`config.mk`:
```
export PLATFORM = sky130hd
export DESIGN_NAME = mul_div_unit_flat
export DESIGN_NICKNAME = d
export VERILOG_FILES = /design/src/rtl/mul_div_unit_if.sv /design/src/rtl/mul_div_unit.sv /design/src/flat_wrapper.sv
export SDC_FILE = /design/constraint.sdc
export NUM_CORES = 1
export LEC_CHECK = 0
export BUFFER_PORTS_ARGS = -buffer_cell sky130_fd_sc_hd__buf_4
export CELL_PAD_IN_SITES_DETAIL_PLACEMENT = 1
export CELL_PAD_IN_SITES_GLOBAL_PLACEMENT = 1
export CORE_UTILIZATION = 40
export CTS_BUF_LIST = sky130_fd_sc_hd__clkbuf_8
export DETAILED_ROUTE_END_ITERATION = 16
export PLACE_DENSITY_LB_ADDON = 0.25
export SETUP_SLACK_MARGIN = 0.2
export SYNTH_ARGS = -nofsm -noshare
export SYNTH_HDL_FRONTEND = slang
export SYNTH_SLANG_ARGS = --single-unit
```
`constraint.sdc`:
```
create_clock -name clk_100M -period 5 [get_ports clk_100M]
set_input_delay 0 -clock clk_100M [delete_from_list [all_inputs] [get_ports clk_100M]]
set_output_delay 0 -clock clk_100M [all_outputs]
set_load 0.03 [all_outputs]
```
`src/rtl/mul_div_unit_if.sv`:
```
// Request/response bundle between the core's execute stage and the iterative
// RV32M multiply/divide unit.
interface mul_div_unit_if #(
   parameter int XLEN = 32
);
   logic            start;
   logic [2:0]      funct3;
   logic [XLEN-1:0] op_a;
   logic [XLEN-1:0] op_b;
   logic [XLEN-1:0] result;
   logic            done;
   logic            alu_complete;

   modport master (
      output start, funct3, op_a, op_b,
      input  result, done, alu_complete
   );

   modport slave (
      input  start, funct3, op_a, op_b,
      output result, done, alu_complete
   );
endinterface

```
`src/rtl/mul_div_unit.sv`:
```
// Iterative RV32M multiply/divide: fixed 35-edge sequence per op, alu_complete
// low while busy so the phase-clock generator stalls the core.
//
// state  | meaning
// IDLE   | waiting for start; operands and funct3 latched on start
// PREP   | derive operand signs, load magnitudes, clear accumulator
// CALC   | 32 shift-add (mul) or restoring-subtract (div) iterations
// FIX    | apply signs / special cases, present result, pulse done
module mul_div_unit #(
   parameter int XLEN = 32
) (
   input logic           clk_100M,
   input logic           rst,
   mul_div_unit_if.slave bus
);
   typedef enum logic [1:0] {
      S_IDLE,
      S_PREP,
      S_CALC,
      S_FIX
   } state_t;

   localparam logic [XLEN-1:0] INT_MIN = {1'b1, {(XLEN-1){1'b0}}};

   state_t            state, state_nxt;
   logic [2:0]        fn_q;
   logic [XLEN-1:0]   a_q, b_q;
   logic [XLEN-1:0]   sh_b;
   logic [2*XLEN-1:0] acc, sh_a;
   logic [4:0]        iter;
   logic              neg_a, neg_b;
   logic [XLEN-1:0]   result_q;
   logic              done_q, alu_complete_q;

   logic              is_div, sgn_a, sgn_b;
   logic [XLEN-1:0]   mag_a, mag_b;
   logic [XLEN:0]     rem_shift, diff;
   logic              rem_ge;
   logic [2*XLEN-1:0] mul_addend, prod_fix;
   logic [XLEN-1:0]   quo, rem;
   logic              b_zero, ovf;
   logic [XLEN-1:0]   res_fix;

   assign bus.result       = result_q;
   assign bus.done         = done_q;
   assign bus.alu_complete = alu_complete_q;

   always_ff @(posedge clk_100M) begin
      if (rst) state <= S_IDLE;
      else     state <= state_nxt;
   end

   always_comb begin
      state_nxt = state;
      case (state)
         S_IDLE:  if (bus.start) state_nxt = S_PREP;
         S_PREP:  state_nxt = S_CALC;
         S_CALC:  if (iter == 5'd31) state_nxt = S_FIX;
         S_FIX:   state_nxt = S_IDLE;
         default: state_nxt = S_IDLE;
      endcase
   end

   // Operand signedness: MULHSU treats only rs1 as signed; the U ops neither.
   always_comb begin
      is_div = fn_q[2];
      sgn_a  = !(fn_q == 3'b011 || fn_q == 3'b101 || fn_q == 3'b111);
      sgn_b  = (fn_q == 3'b000 || fn_q == 3'b001 || fn_q == 3'b100 || fn_q == 3'b110);
      mag_a  = (sgn_a && a_q[XLEN-1]) ? -a_q : a_q;
      mag_b  = (sgn_b && b_q[XLEN-1]) ? -b_q : b_q;
   end

   // One restoring-division step and one shift-add multiply step.
   always_comb begin
      rem_shift  = {acc[XLEN-1:0], sh_a[XLEN-1]};
      rem_ge     = (rem_shift >= {1'b0, sh_b});
      diff       = rem_shift - {1'b0, sh_b};
      mul_addend = sh_b[0] ? sh_a : '0;
   end

   always_comb begin
      prod_fix = (neg_a ^ neg_b) ? -acc : acc;
      quo      = sh_a[XLEN-1:0];
      rem      = acc[XLEN-1:0];
      b_zero   = (b_q == '0);
      ovf      = (a_q == INT_MIN) && (b_q == '1);
      res_fix  = '0;
      case (fn_q)
         3'b000:  res_fix = prod_fix[XLEN-1:0];
         3'b001,
         3'b010,
         3'b011:  res_fix = prod_fix[2*XLEN-1:XLEN];
         3'b100: begin
            if (b_zero)           res_fix = '1;
            else if (ovf)         res_fix = INT_MIN;
            else if (neg_a ^ neg_b) res_fix = -quo;
            else                  res_fix = quo;
         end
         3'b101:  res_fix = b_zero ? '1 : quo;
         3'b110: begin
            if (b_zero)     res_fix = a_q;
            else if (ovf)   res_fix = '0;
            else if (neg_a) res_fix = -rem;
            else            res_fix = rem;
         end
         3'b111:  res_fix = b_zero ? a_q : rem;
         default: res_fix = '0;
      endcase
   end

   always_ff @(posedge clk_100M) begin
      if (rst) begin
         fn_q           <= '0;
         a_q            <= '0;
         b_q            <= '0;
         sh_a           <= '0;
         sh_b           <= '0;
         acc            <= '0;
         iter           <= '0;
         neg_a          <= 1'b0;
         neg_b          <= 1'b0;
         result_q       <= '0;
         done_q         <= 1'b0;
         alu_complete_q <= 1'b1;
      end else begin
         done_q <= 1'b0;
         case (state)
            S_IDLE: begin
               if (bus.start) begin
                  fn_q           <= bus.funct3;
                  a_q            <= bus.op_a;
                  b_q            <= bus.op_b;
                  alu_complete_q <= 1'b0;
               end
            end
            S_PREP: begin
               neg_a <= sgn_a & a_q[XLEN-1];
               neg_b <= sgn_b & b_q[XLEN-1];
               sh_a  <= {{XLEN{1'b0}}, mag_a};
               sh_b  <= mag_b;
               acc   <= '0;
               iter  <= '0;
            end
            S_CALC: begin
               iter <= iter + 5'd1;
               if (is_div) begin
                  // Remainder never exceeds the divisor, so XLEN+1 bits suffice.
                  acc  <= {{(XLEN-1){1'b0}}, rem_ge ? diff : rem_shift};
                  sh_a <= {{XLEN{1'b0}}, sh_a[XLEN-2:0], rem_ge};
               end else begin
                  acc  <= acc + mul_addend;
                  sh_a <= {sh_a[2*XLEN-2:0], 1'b0};
                  sh_b <= {1'b0, sh_b[XLEN-1:1]};
               end
            end
            S_FIX: begin
               result_q       <= res_fix;
               done_q         <= 1'b1;
               alu_complete_q <= 1'b1;
            end
            default: ;
         endcase
      end
   end
endmodule

```
`src/flat_wrapper.sv`:
```
// flat-port wrapper written by rule: the top's interface ports become plain ports
module mul_div_unit_flat 
#(
   parameter int XLEN = 32
)
  (clk_100M, rst, bus_start, bus_funct3, bus_op_a, bus_op_b, bus_result, bus_done, bus_alu_complete);
  mul_div_unit_if #(.XLEN(XLEN)) bus_i ();
  input logic clk_100M;
  input logic rst;
  input wire logic [$bits(bus_i.start)-1:0] bus_start;
  input wire logic [$bits(bus_i.funct3)-1:0] bus_funct3;
  input wire logic [$bits(bus_i.op_a)-1:0] bus_op_a;
  input wire logic [$bits(bus_i.op_b)-1:0] bus_op_b;
  output wire logic [$bits(bus_i.result)-1:0] bus_result;
  output wire logic [$bits(bus_i.done)-1:0] bus_done;
  output wire logic [$bits(bus_i.alu_complete)-1:0] bus_alu_complete;
  assign bus_i.start = bus_start;
  assign bus_i.funct3 = bus_funct3;
  assign bus_i.op_a = bus_op_a;
  assign bus_i.op_b = bus_op_b;
  assign bus_result = bus_i.result;
  assign bus_done = bus_i.done;
  assign bus_alu_complete = bus_i.alu_complete;
  mul_div_unit #(.XLEN(XLEN)) u_core (.clk_100M(clk_100M), .rst(rst), .bus(bus_i));
endmodule
```
# Word level (Yosys, flattened, before mapping)
# Index checks and enable logic that the tools add are counted.
# Widths: inputs -> output; s select.
[op_classes]
add_sub_neg = 8
order_cmp = 1
eq_ne = 16
mux = 27
bitwise = 3
n_reduce_logical = 19
[op_table]
columns = ["cell", "n"]
rows = [
  ["$mux 32", 11],
  ["$mux 64", 4],
  ["$pmux 64 s2", 2],
  ["$pmux 32 s6", 1],
  ["$neg 32->32", 4],
  ["$add 64x64->64", 1],
  ["$eq 32x32->1 const B", 2],
  ["$neg 64->64", 1],
  ["$pmux 32 s2", 1],
  ["$ge 33x32->1", 1],
  ["$mux 33", 1],
  ["$sub 33x32->33", 1],
  ["$logic_not 32->1", 1],
  ["$eq 3x3->1 const B", 4],
  ["$pmux 5 s2", 1],
  ["$pmux 2 s4", 1],
  ["$reduce_and 2->1", 4],
  ["$eq 3x2->1 const B", 2],
  ["$add 5x1->5 const B", 1],
  ["$eq 5x5->1 const B", 1],
  ["$logic_or 1x1->1", 5],
  ["$eq 2x2->1 const B", 2],
  ["$mux 2", 2],
  ["$ne 2x2->1 const B", 2],
  ["13 further kinds", 18],
]
[totals]
register_bits = 270
input_bits = 70
out_inout_bits = 34
elab_cells = 87

# Logic depth before layout (Yosys ltp)
# Gate-level depths: netlist of run 1.
[depth]
ltp_word = 7
ltp_mapped = 16

# Worst setup path after synthesis of run 1
# Ideal clock, no wire load.
[synth_timing]
kind = "reg-to-reg"
start = "reg u_core.sh_b[0]"
end = "reg u_core.acc[62]"
setup_time_ns = 0.128
arrival_time_ns = 3.501
setup_slack_ns = 1.370
path_stages_with_launch = 17
path_buffers = 2
cell_sequence = "dfxtp_1 clkbuf_1 clkbuf_1 and2_1 ha_1 inv_1 fa_1 nor2b_1 o31a_1 o31ai_1 a2111oi_0 o211ai_1 a21oi_1 o21ai_0 a32oi_1 xnor2_1 o21ai_0"
[synth_via]
elab_chain_len = 4
[synth_rtl]
columns = ["element", "line", "rtl"]
rows = [
  ["start: declaration", "mul_div_unit.sv:28", "logic [XLEN-1:0] sh_b;"],
  ["start signal: assignment", "mul_div_unit.sv:140", "sh_b <= mag_b;"],
  ["start signal: assignment", "mul_div_unit.sv:153", "sh_b <= {1'b0, sh_b[XLEN-1:1]};"],
  ["$mux 64", "mul_div_unit.sv:78", "mul_addend = sh_b[0] ? sh_a : '0;"],
  ["$add 64x64->64", "mul_div_unit.sv:151", "acc <= acc + mul_addend;"],
  ["$mux 64", "mul_div_unit.sv:146", "if (is_div) begin"],
  ["$pmux 64 s2", "mul_div_unit.sv:127", "case (state)"],
  ["end signal: assignment", "mul_div_unit.sv:148", "acc <= {{(XLEN-1){1'b0}}, rem_ge ? diff : rem_shift};"],
  ["end signal: assignment", "mul_div_unit.sv:151", ""],
  ["end: declaration", "mul_div_unit.sv:29", "logic [2*XLEN-1:0] acc, sh_a;"],
]
# Every way passes these cells.
# A chain may end at the register's enable or synchronous reset.

# Final worst setup path of run 1
[layout_timing]
start = "reg u_core.b_q[0]"
end = "reg u_core.result_q[27] (netlist: u_core.bus.result[27])"
[layout_via]
elab_chain_len = 5
[layout_rtl]
columns = ["element", "line", "rtl"]
rows = [
  ["start: declaration", "mul_div_unit.sv:27", "logic [XLEN-1:0] a_q, b_q;"],
  ["start signal: assignment", "mul_div_unit.sv:132", "b_q <= bus.op_b;"],
  ["$eq 32x32->1", "mul_div_unit.sv:86", "ovf = (a_q == INT_MIN) && (b_q == '1);"],
  ["$logic_and 1x1->1", "mul_div_unit.sv:86", ""],
  ["$mux 32, on equally long branches", "mul_div_unit.sv:102, mul_div_unit.sv:95", ""],
  ["$mux 32, on equally long branches", "mul_div_unit.sv:101, mul_div_unit.sv:94", ""],
  ["$pmux 32 s6 (*)", "mul_div_unit.sv:88", "case (fn_q)"],
  ["end signal: assignment", "mul_div_unit.sv:157", "result_q <= res_fix;"],
  ["end: declaration", "mul_div_unit.sv:32", "logic [XLEN-1:0] result_q;"],
]
# Every way passes the cells marked *; elsewhere a longest branch is shown, timed or not.

==> results.tsv, run 1 <==
metric	value	unit
internal_power	0.00541	W
grt_first_pass_wirelength	148	mm
skew	49.0	ps
cts_post_setup_buffers_inserted	0	
critPathMaxFanout	23	
postPlaceCellArea	0.0234	mm^2
die_h	236	um
drt_iter0_markers	1804	
nets	3338	
max_cap_violations	0	
firstDrtPassIters	6	
p_comb_share	50.8	%
p_switching	0.00520	W
relSlewSlack	19.0	%
syn-mean-instance-area	7.17	um^2
insertion_delay	700	ps
tightest_slew	1220	ps
leakagePower	10.2	nW
synth_largest_area_cell	dfxtp_1	
gp_congestion	0.958	
cts_made_buffers	53	
drive_gt1_share	10.2	%
synth_cells	3064	
io_buffers	103	
initial_core_util	40.7	%
multiInputGateArea	0.0155	mm^2
yosysWarningCount	0	
rows	85	
hpwl	73.6	mm
period_needed	4450	ps
fillers	6818	
cts_resized	0	
syn_nets	3243	
netlist_area	0.0220	mm^2
finalInstanceArea	0.0251	mm^2
synth_seq_cells	270	
totalPowerFinal	0.0106	W
route.final.wire_length	97.6	mm
htreeDepth	2	
synthArstFlopShare	0	%
fin_setup_tns	0	ps
sw_frac_of_total	49.0	%
grt_setup_unrepaired	false	
worstPathArrival	4960	ps
yosysUniqueCellTypes	95	
syn2layout_area_growth	14.4	%
end_kind	flop	
cts.sinks	270	
grt_max_degree	85	
finalCritPeriodShare	89.0	%
grt_pass1_vias	24000	
vdd_drop_max	0.304	mV
power.share.clock	21.1	%
ys.flop_type	dfxtp_1	
regArea	0.00541	mm^2
hold_violations	0	
clk_pin_slew	70	ps
status	finished, final reports clean	
pwr-share-seq	28.1	%
hp-class	in -> reg	
grtUsageTotal	34.0	%
critPathLaunchType	flop	
layout_common_cells	nand2_1 (380), a21oi_1 (338), nor2_1 (318)	
slew_violations	0	
max_freq	225	MHz
vias_per_cell	6.18	
synth.area.top_cells	dfxtp_1 (25%), a21oi_1 (7.7%), nand2_1 (6.5%), ha_1 (6.1%), nor2_1 (5.5%)	
synth_edf_count	0	
vias	24100	
die_area	0.0559	mm^2
power-per-cell-area	422	mW/mm^2
yosys.area.top_type_share	24.6	%
antenna_found_initial	10	
met3_usage	5.44	%
setup_viol	0	
wl_per_cell	25.0	um
io_pins	104	
cts_tree	yes	
busiest_layer	met2	
required	5510	ps
globalRouteMet1Util	45.7	%
final_common_cell	nand2_1	
drcViolationCount	0	
path_class	reg -> reg	
yosysSeqAreaShare	24.6	%
grtUsageMet2	55.7	%
grt_overflow	0	
core_area	0.0540	mm^2
cts.root.buffer_cell	clkbuf_8	
die-width	236	um
ctsLongestPathBuffers	3	
drtAntennaViolNets	0	
==> final timing paths <==
| kind | slack (ps) | start | cells past startpoint | to |
|---|---|---|---|---|
| max | 550 | u_core.b_q[0]$_SDFFE_PP0P_ | 12 | u_core.bus.result[27]$_SDFFE_PP0P_ |
| min | 120 | bus_op_b[13] | 4 | u_core.b_q[13]$_SDFFE_PP0P_ |
| max reg2reg | 550 | u_core.b_q[0]$_SDFFE_PP0P_ | 12 | u_core.bus.result[27]$_SDFFE_PP0P_ |
| min reg2reg | 470 | u_core.iter[4]$_SDFFE_PP0P_ | 2 | u_core.iter[4]$_SDFFE_PP0P_ |
==> cell families after synthesis <==
family	share of synthesized area, %
adders and majority gates	6.28
and+or+nand+nor	24.7
muxes	2.10
DFF	24.6
xor gates and xnor gates	8.85
buffers and inverters	5.40
AOI/OAI and AO/OA	28.1
==> cells in the mapped netlist (all sizes together), types with 6 or more instances <==
master   number
mux2i        45
or4          16
o311ai        7
nor3         77
o221ai       14
o21ai       241
a311oi        9
a211o         6
nor2b        46
xnor2       113
ha          107
nand3        51
a41oi        10
o21a         22
nand4        33
a2111oi      21
o31ai        40
a31oi        25
o21bai       21
dfxtp       270
a21o         57
nor3b        10
or2           9
a31o         11
o22ai        13
o41ai        12
inv          81
nor4         27
a211oi       36
nor2        321
nand2       383
and3         21
or3          23
a21boi        8
clkbuf      172
a221oi       20
nand2b       29
and2         75
o211ai       13
buf          39
a21oi       338
xor2        109
a22oi        21
==> registers in the layout (all words and copies together), names as in the netlist <==
signal                   flops
u_core.a_q                  32
u_core.acc                  64
u_core.b_q                  32
u_core.bus.alu_complete      1
u_core.bus.done              1
u_core.bus.result           32
u_core.fn_q                  3
u_core.iter                  5
u_core.neg_a                 1
u_core.neg_b                 1
u_core.sh_a                 64
u_core.sh_b                 32
u_core.state                 2
==> power groups by stage <==
stage | Clock [W] | Combinational [W] | Sequential [W]
after global routing | 0.00240 | 0.00581 | 0.00300
after detailed placement | 0 | 0.00521 | 0.00298
after floorplan | 0 | 0.00359 | 0.00281
final | 0.00224 | 0.00540 | 0.00298
after CTS | 0.00229 | 0.00528 | 0.00294
after global placement | 0 | 0.00508 | 0.00296
==> timing repair <==
action,4_1_cts,5_1_grt
hold buffers,69,0
endpoints found under the hold margin,113,0
endpoints found under the setup margin,0,0
==> critical path, cell delays in order, from the launching register on <==
cell and delay, ps:
dfxtp_1 420, inv_1 120, ha_1 270, nor4b_1 300, nand3b_1 290, or3_4 530
or3_1 850, nand2_1 480, nand2_1 90, nand2_1 70, o311ai_0 270, nor3_1 430
a211oi_1 120
==> metrics by stage <==
step                      hold WS (ps)  cells  setup slack, ps  utilization, %
final                              122   3897              548            46.5
after floorplan                    136   3064             1370               -
after CTS                         73.0   3890              772            46.5
after global placement             248   3730              844            43.4
after global routing               128   3895              442            46.5
after detailed placement           261   3730              806            43.4
==> cell type report <==
type	instances	area share (%)
diodes	6	0.0597
clock buffers	59	3.23
clock inverters	32	0.732
inverters	82	1.22
multi-input cells	2501	61.5
flip-flops and latches	270	21.5
well taps	696	3.47
repair buffers	251	8.25
==> metal layers <==
metal	up-vias	wire length, um
met4	6	2830
met2	827	44600
met3	179	6270
met1	11900	43900
met5	-	37
li1	11100	-
Power figures use the tool's default switching activity.
==> run 2: changes to the inputs <==
==> constraint.sdc (replaced) <==
create_clock -name clk_100M -period 5 [get_ports clk_100M]
set_input_delay 0.75 -clock clk_100M [delete_from_list [all_inputs] [get_ports clk_100M]]
set_output_delay 0.75 -clock clk_100M [all_outputs]
set_load 0.03 [all_outputs]
==> run 2 against run 1 <==
  * Critical path depth fell by 2
  * Sequential cell count did not move
  * Clock skew rose by 3.1 ps
  * Combinational power fell by 2%
  * First-iteration DRC count fell by 1.2%
  * Maximum frequency rose by 3.2%
  * Largest power group unchanged
  * Via count fell by 1.2%
  * Cell area fell by 2.3%
==> results.tsv, run 2 (synthesis results as in run 1) <==
metric	value	unit
final_common_cell	nand2_1	
wl_met3	6.14	mm
dr_wl_met2	42.9	mm
drt_iter0_markers	1782	
vias_per_cell	6.22	
wl_per_cell	24.9	um
skew	52.1	ps
critPathLaunchType	flop	
cts_made_buffers	52	
startpoint	u_core.a_q[7]$_SDFFE_PP0P_	
io_pins	104	
fin_setup_tns	0	ps
max_freq	232	MHz
rows	85	
hpwl	73.4	mm
relSlewSlack	16.7	%
drive_gt1_share	10.7	%
whs_endpoint	u_core.a_q[13]$_SDFFE_PP0P_	
grt_pass1_vias	23800	
cpPeakStageDelay	820	ps
initial_core_util	40.7	%
cts_tree	yes	
leakagePower	9.94	nW
cts_resized	0	
firstDrtPassIters	7	
insertion_delay	680	ps
hp-start	bus_op_a[13]	
path_class	reg -> reg	
hp-class	in -> reg	
syn2layout_area_growth	11.8	%
grt_max_degree	78	
nets	3267	
cts.sinks	270	
hold_depth	3	
setup_viol	0	
power-per-cell-area	436	mW/mm^2
period_needed	4320	ps
gp_congestion	0.959	
slew_violations	0	
reg2reg_to	u_core.bus.result[8]$_SDFFE_PP0P_	
vias	23800	
max_cap_violations	0	
grt_overflow	0	
cts.root.buffer_cell	clkbuf_8	
route.final.wire_length	95.2	mm
grtUsageTotal	33.4	%
fillers	6865	
tightest_slew	1250	ps
crit_chain	or4_1 > nor4_4 > nand3_2 > o31ai_2 > buf_4 > nor2_1 > o21ai_0 > a21oi_1 > a2111oi_0 > nor3_1	
wl_met1	43.1	mm
ctsLongestPathBuffers	3	
reg_top3	u_core.acc (64), u_core.sh_a (64)	
die-width	236	um
clk_pin_slew	70	ps
cts_hold_buf	0	
critPathMaxFanout	9	
required	5520	ps
worstPathArrival	4830	ps
antenna_found_initial	6	
stdcell_count	3829	
drtAntennaViolNets	0	
top_layer_used	met5	
grt_setup_unrepaired	false	
cts_post_setup_buffers_inserted	0	
core_area	0.0540	mm^2
reg2regPathDepth	10	
finalCritPeriodShare	86.3	%
die_area	0.0559	mm^2
reg2reg_from	u_core.a_q[7]$_SDFFE_PP0P_	
grt_first_pass_wirelength	145	mm
status	finished, final reports clean	
hold_ws	319	ps
end_kind	flop	
drcViolationCount	0	
layout_common_cells	nand2_1 (380), a21oi_1 (338), nor2_1 (317)	
die_h	236	um
vdd_drop_max	0.284	mV
dpl.cell_count	3730	
crit_slowest_cell	a2111oi_0	
r2r_setup_slack	680	ps
hold_violations	0	
htreeDepth	2	
io_buffers	103	
-- run 2: cell count changes in the layout (fill, tap and decap cells not counted) --
cell | previous run | this run
dlygate4sd3_1 | 69 | 0
clkbuf_8 | 59 | 69
inv_1 | 98 | 93
diode_2 | 6 | 3
inv_6 | 0 | 3
inv_8 | 3 | 0
buf_4 | 180 | 179
bufinv_16 | 1 | 2
clkinv_2 | 9 | 8
nor2_1 | 318 | 317
nor2_2 | 1 | 2
-- run 2: worst max-delay path, delay by kind of cell (launching register included) --
kind,cells,cell delay [ps]
buffers and inverters,1,300
AND/OR/NAND/NOR,5,1550
AO/OA/AOI/OAI,4,1900
flip-flops,1,380
-- run 2: worst max-delay path by stage --
stage	endpoint	slack, ps	cells past startpoint
2_1_floorplan	u_core.acc[62]$_SDFFE_PP0P_	1370	16
3_3_place_gp	u_core.bus.result[27]$_SDFFE_PP0P_	830	10
5_1_grt	u_core.bus.result[27]$_SDFFE_PP0P_	560	10
6_report	u_core.bus.result[8]$_SDFFE_PP0P_	680	10
4_1_cts	u_core.bus.result[8]$_SDFFE_PP0P_	750	9
3_5_place_dp	u_core.bus.result[8]$_SDFFE_PP0P_	760	9
-- run 2: power by group --
group          switching, W  total [W]  internal (W)
Combinational       0.00351    0.00530       0.00179
Sequential         0.000529    0.00297       0.00244
Clock               0.00110    0.00244       0.00134
Total               0.00514     0.0107       0.00557
-- run 2: stage by stage --
stage          cell area, um^2  util, %  worst slack [ps]  total power, W
4_1_cts                  24600     45.4               745          0.0107
6_report                 24600     45.5               684          0.0107
3_5_place_dp             23400     43.4               758         0.00818
5_1_grt                  24600     45.5               560          0.0113
3_3_place_gp             23400     43.4               834         0.00805
2_1_floorplan            22000        -              1370         0.00640
-- run 2: routing by layer --
metal  track usage, %  vias up
li1                 -    11000
met1             45.5    11800
met2             53.9      805
met3             4.76      170
met4             10.5        4
met5                0        -
-- run 2: final cells by class --
type	instances	area (um^2)	area share [%]
multi-input combinational	2501	15500	63.0
antenna	3	7.51	0.0306
clock buffer	69	950	3.87
timing repair buffer	181	1380	5.60
sequential	270	5410	22.0
clock inverter	27	183	0.744
tap	696	871	3.55
inverter	82	308	1.25
